File: config.mk
export PLATFORM = sky130hd
export DESIGN_NAME = clk_div_ctrl
export DESIGN_NICKNAME = d
export VERILOG_FILES = /design/src/rtl/clk_div_ctrl.sv
export SDC_FILE = /design/constraint.sdc
export NUM_CORES = 1
export LEC_CHECK = 0
export BUFFER_PORTS_ARGS = -buffer_cell sky130_fd_sc_hd__buf_2
export CAP_MARGIN = 10
export CORE_UTILIZATION = 30
export CTS_CLUSTER_DIAMETER = 80
export DETAILED_ROUTE_END_ITERATION = 6
export PLACE_DENSITY_LB_ADDON = 0.12
export SKIP_CTS_REPAIR_TIMING = 1
export SYNTH_ARGS = -nofsm -noshare
export SYNTH_HDL_FRONTEND = slang
export SYNTH_SLANG_ARGS = --single-unit
export TNS_END_PERCENT = 50
File: constraint.sdc
create_clock -name clk -period 12.5 [get_ports clk]
set_input_delay 3.75 -clock clk [delete_from_list [all_inputs] [get_ports clk]]
set_output_delay 3.75 -clock clk [all_outputs]
set_load 0.02 [all_outputs]
File: src/rtl/clk_div_ctrl.sv
// Programmable clock-divider sequencer: owns the divide counter and active ratio,
// applies ratio changes and start/stop only on whole-period boundaries.
module clk_div_ctrl #(
    parameter int unsigned WIDTH       = 16,
    parameter int unsigned DEFAULT_DIV = 4
) (
    input  logic             clk,
    input  logic             rstn,
    input  logic             en,
    input  logic             cfg_valid,
    input  logic [WIDTH-1:0] cfg_div,
    output logic             cfg_ready,
    output logic             cfg_err,
    output logic [WIDTH-1:0] cnt,
    output logic             cnt_rstn,
    output logic             clk_out,
    output logic             tick,
    output logic             busy
);

    typedef enum logic [1:0] {IDLE, RUN, PEND, STOP} state_t;

    state_t           state, state_nx;
    logic [WIDTH-1:0] div, div_nx;
    logic [WIDTH-1:0] pend_div, pend_nx;
    logic [WIDTH-1:0] cnt_nx;
    logic             hs, legal, wrap, has_pend, active;
    logic             err_nx, clk_out_nx, tick_nx, ready_nx;

    always_ff @(posedge clk or negedge rstn) begin
        if (!rstn) begin
            state     <= IDLE;
            div       <= WIDTH'(DEFAULT_DIV);
            pend_div  <= '0;
            cnt       <= '0;
            clk_out   <= 1'b0;
            tick      <= 1'b0;
            cfg_err   <= 1'b0;
            busy      <= 1'b0;
            cnt_rstn  <= 1'b0;
            cfg_ready <= 1'b1;
        end else begin
            state     <= state_nx;
            div       <= div_nx;
            pend_div  <= pend_nx;
            cnt       <= cnt_nx;
            clk_out   <= clk_out_nx;
            tick      <= tick_nx;
            cfg_err   <= err_nx;
            busy      <= active;
            cnt_rstn  <= active;
            cfg_ready <= ready_nx;
        end
    end

    always_comb begin
        hs       = cfg_valid & cfg_ready;
        legal    = cfg_div >= WIDTH'(2);
        wrap     = (cnt == div - WIDTH'(1));
        // pend_div == 0 doubles as "no ratio pending" since legal ratios are >= 2
        has_pend = (pend_div != '0);
        err_nx   = hs & ~legal;
        state_nx = state;
        div_nx   = div;
        pend_nx  = pend_div;
        cnt_nx   = wrap ? '0 : cnt + WIDTH'(1);

        case (state)
            IDLE: begin
                cnt_nx = '0;
                if (hs && legal) div_nx = cfg_div;
                if (en) state_nx = RUN;
            end
            RUN: begin
                if (hs && legal) begin
                    pend_nx  = cfg_div;
                    state_nx = PEND;
                end
                if (!en) state_nx = STOP;
            end
            PEND: begin
                if (wrap) begin
                    div_nx   = pend_div;
                    pend_nx  = '0;
                    state_nx = en ? RUN : STOP;
                end else if (!en) begin
                    state_nx = STOP;
                end
            end
            STOP: begin
                if (wrap) begin
                    if (has_pend) div_nx = pend_div;
                    pend_nx  = '0;
                    state_nx = IDLE;
                end else if (en) begin
                    // resuming with a captured ratio must still apply it at the boundary
                    state_nx = has_pend ? PEND : RUN;
                end
            end
            default: state_nx = IDLE;
        endcase

        active     = (state_nx != IDLE);
        clk_out_nx = active && (cnt_nx < div_nx - (div_nx >> 1));
        tick_nx    = active && (cnt_nx == div_nx - WIDTH'(1));
        ready_nx   = (state_nx == IDLE) || (state_nx == RUN);
    end

endmodule

==> results.ini <==
[timing]
layout_setup_ws_ns=3.16
tns_ns=0
setup_viol=0
period_share_pct=74.7
slew_viol_final=0
skew_ns=0.00961
worstMarginPinSlew_ns=0.914
fin_crit_ns=9.34
timing_hold_violations_final=0
fmax_mhz=107
slew_headroom_pct=37.5
rsz0062_at_grt=no
holdWs_ns=0.529

[synthesis]
synth_top_area_share_pct=23.5
syn_area_per_cell_um2=8.96
synth-edff-count=0
yosysWarnings=0
syn-num-nets=703
synth.largest_area_cell=dfrtp_1
syn_area_mm2=0.00564
synth.distinct_cells=93
synthArstFlopShare_pct=100
synthTopCellsByArea=dfrtp_1, ha_1, xnor2_1
yosysSeqAreaShare_pct=24.4
synth_seq_cells=55
ys.flop_type=dfrtp_1
synth_cells=630

[place]
place_hpwl_um=14000
pre_cts_slack_ns=2.89
routabilityCongestion=0.868
placed_area_mm2=0.00601
port_buffers=41

[worst_setup_path]
cp_slowest_stage_delay_ns=0.80
crit_path_end_kind=flop
reg2reg_depth=30
worstPathRequired_ns=12.74
r2r-start=div[0]
crit_type=input port to flop
r2r_setup_slack_ns=4.52
critPathLaunchType=input port
crit_arrival_ns=9.58
critPathSlowestCell=a2111oi_0
r2r_end=clk_out
cpLargestDelayFamily=compound AO/OA/AOI/OAI gates
path_buf_inv=2
cp_max_fo=19

[grt]
grt_pass1_wl_um=27500
grtUsageMet2_pct=31.7
grtUsageMet3_pct=2.04
grt_use_met1_pct=24.5
globalRouteTotalUtil_pct=18.5
top_usage_layer=met2
gr-total-overflow=0
antenna_found_initial=0
grt_max_degree=56
grt_pass1_vias=4778

[clocking]
cts-root-buf=clkbuf_16
clock-sinks=55
htreeDepth=2
clockBufferDepth=2
cts_tree=built
path_clk_slew_ns=0.08
worst_skew_pair.late_latency_ns=0.32
cts-buffers-inserted=5

[floorplan]
coreArea_mm2=0.0182
die_area_mm2=0.0194
rows=49
initial_core_util_pct=31.0
dieHeight_um=139
io_pins=42
die_w_um=139

[layout]
postLayoutCellArea_mm2=0.00619
final_common_cell=dfrtp_1
fin_util_pct=34.0
antennaDiodeCount=0
final_cell_mix=dfrtp_1, ha_1, nor2_1
drive_above_1_share_pct=17.3
nets=732
area_delta_synth_final_pct=9.78

[outcome]
outcome=complete, but fails checks
violations=DRC

[detailed_routing]
dr.pass1.iters=7
drtIter0Drc=221
wirelength_um=17400
detail_route.wl_per_cell_um=19.6
via_per_inst=5.47
antenna_left=0
num_vias=4861
drc=3

[power_and_ir_drop]
ir_drop_mv=0.0776
p_per_area_mw_per_mm2=278
p_leak_nw=2.64

[min_path]
min_from=cfg_ready
min_to=cfg_err
hold_path.class=flop to flop
hold_path_depth=2

[job]
drv_cap=0

cells in the mapped netlist, drive strengths merged, types with 4 or more instances:
cell     count
mux2         8
nor2        46
o21a         6
inv         39
nand2b      10
xor2        19
a21o         5
a41oi        8
nand3       16
a211oi       6
and2         5
nor2b       10
o22ai        4
o21ai       29
xnor2       39
and3         7
dfrtp       53
a22o        18
a2111oi      5
or4          7
nor4        14
ha          52
a31oi        9
buf         15
or2          5
a21oi       34
nand4       13
mux2i       16
nor3        14
o211ai       8
o31ai        5
or3          6
clkbuf      13
o21bai       4
nand2       33
worst register-to-register path, delay by kind of cell, from the launching register on:
kind / cells / cell delay (ns)
XOR/XNOR: 1 / 0.18
flip-flops: 1 / 0.43
adder cells (fa/ha/maj): 3 / 0.81
AO/OA/AOI/OAI: 15 / 4.54
buffers and inverters: 3 / 0.78
AND/OR/NAND/NOR: 8 / 1.16
metal layers:
layer	wire [µm]	share of wire, %
met2	8480	49
met4	295	1.7
met3	504	2.9
met5	0	0
met1	8170	47
how the worst max path moves through the flow:
stage | start | depth (start not counted) | end
after floorplan | cfg_div[9] | 26 | clk_out
after global placement | cfg_div[9] | 28 | clk_out
after detailed placement | cfg_div[9] | 28 | clk_out
after CTS | cfg_div[9] | 28 | clk_out
after global routing | cfg_div[9] | 28 | clk_out
final | cfg_div[6] | 28 | clk_out
registers in the layout, indices dropped and copies added, names as in the netlist:
name       flops
cnt           16
div           16
pend_div      16
state          2
busy           1
cfg_err        1
cfg_ready      1
clk_out        1
tick           1
logic make-up (layout without fill, tap and decap cells):
kind of cell             Yosys count  count (layout)  synth area share (%)
AND/OR/NAND/NOR                  201             201                  20.2
AO/OA/AOI/OAI                    170             170                  23.6
buffers and inverters             68              98                  5.97
XOR/XNOR                          59              59                  9.45
flip-flops                        55              55                  24.4
adder cells (fa/ha/maj)           53              53                  11.9
multiplexers                      24              24                  4.44
stage by stage:
step | std cells | power, mW
detailed placement | 880 | 1.55
global placement | 880 | 1.54
floorplan | 630 | 1.25
global route | 889 | 1.88
CTS | 888 | 1.74
finish | 889 | 1.72
power by group:
| group | internal [mW] | switching, mW |
|---|---|---|
| clock | 0.101 | 0.0756 |
| sequential | 0.236 | 0.0905 |
| combinational | 0.516 | 0.702 |
area by class of cell:
type | count | area (µm²)
fillers | 1880 | 12000
inverters | 40 | 151
flip-flops and latches | 55 | 1380
well taps | 229 | 287
multi-input cells | 507 | 3930
repair buffers | 50 | 273
clock buffers | 6 | 139
clock inverters | 2 | 38.8
Note: power is estimated with default switching activity, not from simulation.
